==> config.mk <==
export PLATFORM = sky130hd
export DESIGN_NAME = drop_tick_scheduler
export DESIGN_NICKNAME = d
export VERILOG_FILES = /design/src/rtl/drop_tick_scheduler.sv
export SDC_FILE = /design/constraint.sdc
export NUM_CORES = 1
export LEC_CHECK = 0
export ABC_AREA = 1
export CORE_AREA = 4 4 80 82
export CTS_BUF_LIST = sky130_fd_sc_hd__clkbuf_2 sky130_fd_sc_hd__clkbuf_4 sky130_fd_sc_hd__clkbuf_8
export CTS_CLUSTER_SIZE = 28
export DETAILED_ROUTE_END_ITERATION = 10
export DIE_AREA = 0 0 84 86
export PLACE_DENSITY = 0.75
export SLEW_MARGIN = 20
export SYNTH_ARGS = -nofsm -noshare
export SYNTH_HDL_FRONTEND = slang
export SYNTH_SLANG_ARGS = --single-unit
==> constraint.sdc <==
create_clock -name clk -period 2.4 [get_ports clk]
set_clock_uncertainty 0.15 [all_clocks]
set_input_delay 0.72 -clock clk [delete_from_list [all_inputs] [get_ports clk]]
set_output_delay 0.72 -clock clk [all_outputs]
set_load 0.02 [all_outputs]
==> src/rtl/drop_tick_scheduler.sv <==
// rtl/drop_tick_scheduler.sv - gravity/lock-delay tick scheduler producing one-cycle enables on the system clock
// Optional drop counter output enabled by defining DROP_TICK_COUNT_EN.
module drop_tick_scheduler #(
    parameter int CNT_W       = 28,
    parameter int BASE_PERIOD = 33554432,
    parameter int MIN_PERIOD  = 4194304,
    parameter int SOFT_PERIOD = 4194304,
    parameter int LOCK_PERIOD = 16777216
) (
    input  logic        clk,
    input  logic        rst_n,
    input  logic        start,
    input  logic        stop,
    input  logic        pause_toggle,
    input  logic        soft_drop,
    input  logic [3:0]  level,
    input  logic        landed,
    output logic        drop_tick,
    output logic        lock_tick,
    output logic        running,
    output logic        paused,
    output logic [1:0]  state
`ifdef DROP_TICK_COUNT_EN
    ,
    output logic [15:0] drop_count
`endif
);

    typedef enum logic [1:0] {
        ST_IDLE  = 2'd0,
        ST_RUN   = 2'd1,
        ST_PAUSE = 2'd2,
        ST_LOCK  = 2'd3
    } state_e;

    localparam logic [CNT_W-1:0] BASE_C    = CNT_W'(BASE_PERIOD);
    localparam logic [CNT_W-1:0] MIN_C     = CNT_W'(MIN_PERIOD);
    localparam logic [CNT_W-1:0] SOFT_C    = CNT_W'(SOFT_PERIOD);
    localparam logic [CNT_W-1:0] LOCK_LAST = CNT_W'(LOCK_PERIOD - 1);
    localparam logic [CNT_W-1:0] ONE_C     = CNT_W'(1);

    state_e            state_q, state_d;
    state_e            resume_q, resume_d;
    logic [CNT_W-1:0]  cnt_q, cnt_d;
    logic              drop_tick_q, drop_tick_d;
    logic              lock_tick_q, lock_tick_d;
    logic [CNT_W-1:0]  gshift, gperiod, period, period_last;

    always_comb begin
        gshift      = BASE_C >> level;
        gperiod     = (gshift > MIN_C) ? gshift : MIN_C;
        period      = soft_drop ? SOFT_C : gperiod;
        period_last = period - ONE_C;
    end

    always_comb begin
        state_d     = state_q;
        resume_d    = resume_q;
        cnt_d       = cnt_q;
        drop_tick_d = 1'b0;
        lock_tick_d = 1'b0;
        if (stop) begin
            state_d = ST_IDLE;
            cnt_d   = '0;
        end else if (start) begin
            state_d = ST_RUN;
            cnt_d   = '0;
        end else begin
            unique case (state_q)
                ST_IDLE: begin
                end
                ST_RUN: begin
                    if (pause_toggle) begin
                        state_d  = ST_PAUSE;
                        resume_d = ST_RUN;
                    end else if (landed) begin
                        state_d = ST_LOCK;
                        cnt_d   = '0;
                    end else if (cnt_q >= period_last) begin
                        // >= so a period that shrinks below cnt fires now rather than wrapping
                        drop_tick_d = 1'b1;
                        cnt_d       = '0;
                    end else begin
                        cnt_d = cnt_q + ONE_C;
                    end
                end
                ST_LOCK: begin
                    if (pause_toggle) begin
                        state_d  = ST_PAUSE;
                        resume_d = ST_LOCK;
                    end else if (cnt_q == LOCK_LAST) begin
                        lock_tick_d = 1'b1;
                        cnt_d       = '0;
                        state_d     = ST_RUN;
                    end else if (!landed) begin
                        state_d = ST_RUN;
                        cnt_d   = '0;
                    end else begin
                        cnt_d = cnt_q + ONE_C;
                    end
                end
                ST_PAUSE: begin
                    if (pause_toggle) begin
                        state_d = resume_q;
                    end
                end
                default: begin
                    state_d = ST_IDLE;
                    cnt_d   = '0;
                end
            endcase
        end
    end

    always_ff @(posedge clk or negedge rst_n) begin
        if (!rst_n) begin
            state_q     <= ST_IDLE;
            resume_q    <= ST_RUN;
            cnt_q       <= '0;
            drop_tick_q <= 1'b0;
            lock_tick_q <= 1'b0;
        end else begin
            state_q     <= state_d;
            resume_q    <= resume_d;
            cnt_q       <= cnt_d;
            drop_tick_q <= drop_tick_d;
            lock_tick_q <= lock_tick_d;
        end
    end

`ifdef DROP_TICK_COUNT_EN
    logic [15:0] drop_count_q, drop_count_d;

    always_comb begin
        drop_count_d = drop_count_q;
        if (!stop && start) begin
            drop_count_d = '0;
        end else if (drop_tick_d && drop_count_q != 16'hFFFF) begin
            drop_count_d = drop_count_q + 16'd1;
        end
    end

    always_ff @(posedge clk or negedge rst_n) begin
        if (!rst_n) begin
            drop_count_q <= '0;
        end else begin
            drop_count_q <= drop_count_d;
        end
    end

    assign drop_count = drop_count_q;
`endif

    assign drop_tick = drop_tick_q;
    assign lock_tick = lock_tick_q;
    assign running   = (state_q == ST_RUN) || (state_q == ST_LOCK);
    assign paused    = (state_q == ST_PAUSE);
    assign state     = state_q;

endmodule

[Yosys cells after proc, flatten, opt, wreduce, memory -nomap -nowiden]
Index checks and enable logic that the tools add are counted.
Word-level totals
  flip-flop bits (word level): 34
  input bits: 11
  output and inout bits: 6
Cells by class
  muxes and demuxes: 34
  add/sub/neg operators: 2
  eq/ne operators: 11
  bitwise gates (word level): 2
  order comparisons: 2
  shift operators: 1
  reductions and logical operators: 7
Operators with widths (count)
  28-bit two-way mux: 10
  28-bit one-hot mux with 2 select lines: 1
  28-bit by 1-bit adder with 28-bit output (second input constant): 1
  28-bit by 24-bit == test with 1-bit output (second input constant): 1
  28-bit greater-or-equal comparator: 1
  28-bit by 23-bit greater-than comparator with 1-bit output (second input constant): 1
  26-bit by 4-bit right shift with 28-bit output (first input constant): 1
  28-bit by 1-bit subtractor with 28-bit output (second input constant): 1
  2-bit two-way mux: 10
  4-bit inequality test (second input constant): 3
  1-bit two-way mux: 11
  6-bit inequality test (second input constant): 1
  2-bit one-hot mux with 3 select lines: 1
  5-bit inequality test (second input constant): 1
  5-bit AND reduction: 1
  5-bit nonzero test: 1
  2-bit == test (second input constant): 2
  2-bit inequality test (second input constant): 2
  2-bit one-hot mux with 2 select lines: 1
  4-bit AND reduction: 1
  4-bit nonzero test: 1
  3-bit AND reduction: 1
  2-bit by 1-bit == test with 1-bit output (second input constant): 1
  1-bit inverter: 2
  other kinds (2): 2

[Longest topological paths before layout]
Gate-level depths: netlist of the first run.
  depth in word-level cells: 12
  gate-level depth with buffers: 16
  mapped depth without buffers: 15

[Least setup slack after synthesis of the first run]
No wires, ideal clock.
  path type: input -> register
  start: input level[2]
  end: register cnt_q[13]
  cell stages on the path: 16
  arrival time: 2.351 ns
  setup time: 0.122 ns
  path slack: -0.223 ns
  cell sequence: nor2_1 > nand3_1 > nor2_1 > xor2_1 > inv_1 > ha_1 > nand2_1 > nor2_1 > nand2_1 > nor2_1 > nand2_1 > nand4_1 > nand2_2 > nand2_4 > buf_12 > o21ai_2
Between the ends
  longest elaborated chain between the ends: 12
RTL lines
  from (decl): line 16  | input logic [3:0] level,
  26-bit by 4-bit right shift with 28-bit output *: line 50  | gshift = BASE_C >> level;
  28-bit by 23-bit greater-than comparator with 1-bit output: line 51  | gperiod = (gshift > MIN_C) ? gshift : MIN_C;
  28-bit two-way mux *: line 51
  28-bit two-way mux *: line 52  | period = soft_drop ? SOFT_C : gperiod;
  28-bit by 1-bit subtractor with 28-bit output *: line 53  | period_last = period - ONE_C;
  28-bit greater-or-equal comparator *: line 79  | end else if (cnt_q >= period_last) begin
  28-bit two-way mux *: line 79
  28-bit two-way mux *: line 76  | end else if (landed) begin
  28-bit two-way mux *: line 73  | if (pause_toggle) begin
  28-bit one-hot mux with 2 select lines *: line 69  | unique case (state_q)
  28-bit two-way mux *: line 65  | end else if (start) begin
  28-bit two-way mux *: line 62  | if (stop) begin
  to (signal assigned): line 125  | cnt_q <= cnt_d;
  to (decl): line 44  | logic [CNT_W-1:0] cnt_q, cnt_d;
Every way passes the cells marked *; elsewhere a longest branch is shown, timed or not. The select of a mux whose other input is x is not followed.
A chain may end at the register's enable or synchronous reset.

[Final worst setup path of the first run]
  start: input level[3]
  end: register cnt_q[22]
The elaborated chain is that of the path after synthesis.

==> reports/metrics.cfg, run 1 <==
[routing]
vias=2400
drc=0
drtPass1Iterations=4
drt-initial-drc-count=172
drtAntennaViolNets=0
wl_per_cell_microns=13.00
drt_wl_total_mm=6.202
drt-vias-per-instance=5.031

[sta]
final-setup-viol-count=28
hold_viol=0
timing.final.ws_setup_ns=-0.2062
post-route-min-period_ns=2.606
slew_viol_final=0
setup_tns_ns=-3.879
rsz0062_at_grt=yes
fmax_mhz=383.7
period_share=1.086

[cells_and_area]
area_growth_pct=20.93
nets=436
drive_gt1_frac=0.1965
antenna_cells=0
nFillCells=519
ff_latch_area_sq_um=825.8
multi_input_area_sq_um=1754
final_cell_count_no_fill=477

[synthesis]
yosys-top-cells-area=dfrtp_1 (31%), nand2_1 (13%), ha_1 (11%)
async_flop_share=1.000
syn_inst=357
synth_edf_count=0
synth_area_sq_um=2696
yosys.area.top_type=dfrtp_1
synth_seq_area_share=0.3063
ys_warn_count=0
synth-seq-cells=33
synth_ff_type=dfrtp_1
synth_most_common_cell=nand2_1
ys_types=33
ys_top_cells_by_count=nand2_1 (95), inv_1 (43), dfrtp_1 (33), nor2_1 (33), ha_1 (23)
synth_top_area_frac=0.3063
synth.avg_cell_area_sq_um=7.553

[global_route]
grt_pass1_wl_mm=10.97
grt_pass1_vias=2436
antenna_found_initial=0
grt_max_degree=34
grt-ovfl-total=0
gr-usage-all-layers=0.1873

[floorplan]
pin_count=17
die_area_sq_um=7224
coreArea_sq_um=5746
initial_core_util=0.4693
die_x_microns=84
rows=28
dieHeight_microns=86

[power_and_ir_drop]
power.density_nw_per_um2=455.5
p_leak_uw=0.001526
ir_drop_mv=0.3181

[outcome]
violations=negative setup slack
status=complete, but fails checks

[place]
gp_congestion=0.9283
place_inst=465
portBuffers=16
dpl.hpwl_mm=4.701

[clocking]
tritoncts=built
root_buffer=clkbuf_8
h-tree-depth=2
cts_sinks=33
cts_buffers=5
clkTransAtPathRegs_ns=0.07
clk_path_buf_depth=2
clk_latency_ns=0.29

[flow_run]
maxCapViolCount=0

[worst_setup_path]
crit_arrival_ns=2.63
crit_path_start_kind=primary input
critPathCaptureType=flop
critPathRequiredTime_ns=2.42
cp_max_fo=6
criticalPathCategory=in2reg

[worst_hold_path]
hold_class=reg2reg

## layer usage
metal,vias to the layer above,share of wire,wire [microns],global-route usage
met1,1119,0.46,2844,0.2402
met2,39,0.49,3064,0.3189
li1,1233,-,-,-
met3,9,0.033,205,0.03554
met4,0,0.014,89,0.06140
met5,-,0,0,0
## power breakdown
group          switching [uW]  internal (uW)
sequential               29.6            585
combinational             253            181
clock                     211            227
## cells in the final DEF, fill, tap and decap left out, drive strengths merged
cell	netlist	layout
conb	2	11
or2	1	1
o31ai	1	1
a21oi	9	9
nand3	19	19
clkinvlp	0	1
nand2	99	99
o21ai	29	29
nor2	39	39
nor3	14	14
a21o	1	1
o21bai	1	1
clkdlybuf4s50	0	9
dlygate4sd2	0	2
xnor2	10	10
ha	23	23
nand4	6	6
o211ai	1	1
nor3b	2	2
nor4	1	1
xor2	16	16
clkbuf	1	7
a31oi	2	2
inv	43	43
dfrtp	33	33
buf	4	22
## final timing paths
check / startpoint / end / slack (ns) / depth (start not counted)
min in group asynchronous: rst_n / state[0] / 0.67 / 2
max in group asynchronous: rst_n / cnt_q[14] / 1.10 / 2
setup reg to reg: cnt_q[25] / cnt_q[22] / 0.26 / 12
hold / removal: resume_q[1] / resume_q[1] / 0.36 / 2
setup / recovery: level[3] / cnt_q[22] / -0.21 / 18
hold reg to reg: resume_q[1] / resume_q[1] / 0.36 / 2
## through the flow
stage	util	hold slack [ns]	total power (uW)	setup WS [ns]	instance area [sq um]
floorplan	-	0.2744	863.4	-0.1697	2743
global placement	0.5379	0.3180	1039	-0.7356	3090
detailed placement	0.5379	0.3419	1044	-0.8063	3090
CTS	0.5716	0.3583	1500	-0.1736	3284
global route	0.5675	0.3891	1568	-0.3489	3261
finish	0.5675	0.3620	1485	-0.2062	3261
## repair_timing
action	in CTS	in global routing
gates resized for setup	35	13
endpoints found under the setup margin	31	29
gates cloned	1	0
setup buffers	5	3
hold buffers	0	0
hold endpoints to repair	0	0
pin swaps	16	13
## cells by family after synthesis
family | share of synthesized area
adder cells (fa/ha/maj) | 0.1067
other | 0.002785
AO/OA/AOI/OAI | 0.1183
flip-flops | 0.3063
AND/OR/NAND/NOR | 0.3016
buffers and inverters | 0.07981
XOR/XNOR | 0.08445
## state kept, by name (all words and copies together), names as in the netlist
| register | cells |
|---|---|
| cnt_q | 28 |
| drop_tick | 1 |
| lock_tick | 1 |
| resume_q | 1 |
| state | 2 |
## final cells by class
class | count | area share
clock buffers | 6 | 0.02533
well taps | 75 | 0.02878
inverters | 43 | 0.04950
flip-flops and latches | 33 | 0.2533
clock inverters | 1 | 0.002302
repair buffers | 34 | 0.1028
multi-input cells | 285 | 0.5380
## critical path: stages
cell	delay (ns)
buf_6	0.10
nor2_4	0.12
nand3_4	0.11
nor2_4	0.09
xor2_1	0.14
inv_1	0.05
ha_1	0.27
nand2_1	0.06
nor2_2	0.14
nand2_1	0.08
nor2_1	0.10
nand2_1	0.07
nand4_1	0.08
nand2_2	0.10
nand2_4	0.13
buf_12	0.11
buf_12	0.11
o21ai_2	0.05
(Power assumes the default switching activity.)
==> run 2, diff against run 1 <==
--- a/config.mk
+++ b/config.mk
@@ -6,12 +6,12 @@
 export NUM_CORES = 1
 export LEC_CHECK = 0
 export ABC_AREA = 1
-export CORE_AREA = 4 4 80 82
+export CORE_AREA = 4 4 71 73
 export CTS_BUF_LIST = sky130_fd_sc_hd__clkbuf_2 sky130_fd_sc_hd__clkbuf_4 sky130_fd_sc_hd__clkbuf_8
 export CTS_CLUSTER_SIZE = 28
 export DETAILED_ROUTE_END_ITERATION = 10
-export DIE_AREA = 0 0 84 86
-export PLACE_DENSITY = 0.75
+export DIE_AREA = 0 0 75 77
+export PLACE_DENSITY = 0.91
 export SLEW_MARGIN = 20
 export SYNTH_ARGS = -nofsm -noshare
 export SYNTH_HDL_FRONTEND = slang
==> run 2 against run 1 <==
  * The flow still finishes with violations (negative setup slack)
  * Combinational power increased by 16%
  * Fmax shrank 1.0%
  * Sequential share of layout area fell by 0.32 points
  * Global-route usage up 8.3 points
  * Die area decreased by 20%
  * Non-clock buffer count is 7 higher
  * Count of clock-buffer cells in the layout unchanged
  * Wire length rose by 19%
  * Largest cell class unchanged
  * Largest power group unchanged
  * Highest routed layer unchanged
==> reports/metrics.cfg, run 2 (synthesis results as in run 1) <==
[outcome]
status=complete, but fails checks
violations=negative setup slack

[sta]
rsz0062_at_grt=yes
slew_viol_final=0
final-setup-viol-count=28
period_share=1.097
hold_viol=0
post-route-min-period_ns=2.633
fmax_mhz=379.7
holdWs_ns=0.3697
timing.final.ws_setup_ns=-0.2335

[worst_setup_path]
crit_start=level[2]
crit_path_start_kind=primary input
r2r-end=cnt_q[12]
critPathCaptureType=flop
crit_arrival_ns=2.67
criticalPathCategory=in2reg
critPathRequiredTime_ns=2.43
r2r_slack_ns=0.19
reg2reg_depth=12
cp_max_fo=5
reg2reg_from=cnt_q[25]

[routing]
vias=2679
drt-vias-per-instance=5.786
drtPass1Iterations=5
drt_wl_total_mm=7.392
wl_per_cell_microns=15.97
drt-initial-drc-count=302
drc=0
drtAntennaViolNets=0

[worst_hold_path]
min_from=resume_q[1]
whs_path_depth=2
min_to=resume_q[1]
hold_class=reg2reg

[cells_and_area]
most-common-layout-cells=nand2_1 (95), inv_1 (40), dfrtp_1 (33), nor2_1 (29), ha_1 (22)
drive_gt1_frac=0.2044
area_growth_pct=22.46
largest_register=cnt_q
final_common_cell=nand2_1
final_cell_count_no_fill=463
antenna_cells=0
largest_register_ffs=28
fin_util=0.7583
nets=444

[global_route]
met3_usage=0.05752
grt_max_degree=34
antenna_found_initial=0
grt_pass1_vias=2646
grtUsageMet1=0.3317
grt-ovfl-total=0
grt.busiest_layer=met2
grt_pass1_wl_mm=12.06
use_met2=0.4451
gr-usage-all-layers=0.2698

[power_and_ir_drop]
power_uw=1539
p_sw_uw=528.2
p_leak_uw=0.001574
swShare=0.3433
internal_power_uw=1011
ir_drop_mv=0.4467
power_frac_comb=0.326
pwr-share-seq=0.397
clockPowerShare=0.277
power.density_nw_per_um2=466.1

[place]
place_inst=443
dp_slack_ns=-0.8646
gp_congestion=0.9031
dpl.hpwl_mm=4.957
portBuffers=16

[floorplan]
dieHeight_microns=77
initial_core_util=0.6193
die_x_microns=75
coreArea_sq_um=4354
die_area_sq_um=5775
pin_count=17
rows=24

[clocking]
h-tree-depth=2
holdBufCountCts=0
clkTransAtPathRegs_ns=0.07
clk_latency_ns=0.30
cts_buffers=5
root_buffer=clkbuf_8
tritoncts=built
cts_sinks=33
clk_path_buf_depth=2

[flow_run]
maxCapViolCount=0

run 2: cell count changes in the layout (fill, tap and decap cells not counted), sizes merged:
cell / before / now
clkbuf: 7 / 6
buf: 22 / 29
clkinvlp: 1 / 0
clkinv: 0 / 2
clkdlybuf4s15: 0 / 2
nand2: 99 / 100
dlygate4sd2: 2 / 1
run 2: power by group through the flow:
stage | clock, uW | sequential, uW | combinational [uW]
after floorplan | 0 | 635 | 228
after global placement | 0 | 620 | 402
after detailed placement | 0 | 622 | 416
after CTS | 425 | 611 | 452
after global routing | 451 | 614 | 541
final | 426 | 611 | 502
run 2: critical path, cell delays in order:
cell	delay (ns)
buf_6	0.10
nor2_4	0.12
nand3_4	0.11
nor2_4	0.09
xor2_1	0.15
inv_1	0.06
ha_1	0.27
nand2_1	0.05
nor2_2	0.13
nand2_1	0.08
nor2_1	0.09
nand2_1	0.09
nand4_1	0.10
nand2_2	0.09
nand2_4	0.13
buf_12	0.13
buf_12	0.11
o21ai_2	0.05
run 2: layout make-up:
class / count / area (sq um)
fillers: 276 / 1052
clock buffers: 6 / 76.32
clock inverters: 2 / 10.01
multi-input cells: 286 / 1744
inverters: 43 / 161.4
flip-flops and latches: 33 / 825.8
well taps: 52 / 65.06
repair buffers: 41 / 419.2
run 2: how the worst max path moves through the flow:
stage / end / slack [ns]
6_report: cnt_q[13] / -0.23
5_1_grt: cnt_q[17] / -0.39
4_1_cts: cnt_q[12] / -0.21
3_5_place_dp: cnt_q[14] / -0.86
3_3_place_gp: cnt_q[14] / -0.77
2_1_floorplan: cnt_q[13] / -0.17
run 2: metrics by stage:
stage          setup TNS (ns)  area [sq um]
6_report               -5.185          3302
5_1_grt                -9.657          3302
4_1_cts                -4.926          3284
3_5_place_dp           -23.13          3057
3_3_place_gp           -20.61          3057
2_1_floorplan          -3.833          2743
run 2: timing repair:
| action | CTS | global route |
|---|---|---|
| pin swaps | 15 | 13 |
| gates cloned | 2 | 0 |
| buffers inserted | 6 | 5 |
| setup endpoints to repair | 31 | 29 |
| endpoints found under the hold margin | 0 | 0 |
| gates resized for setup | 38 | 2 |
run 2: routing by layer:
| layer | up-vias | wire length [microns] |
|---|---|---|
| met5 | - | 0 |
| met4 | 0 | 309 |
| met3 | 43 | 555 |
| met2 | 141 | 3638 |
| met1 | 1247 | 2888 |
| li1 | 1248 | - |
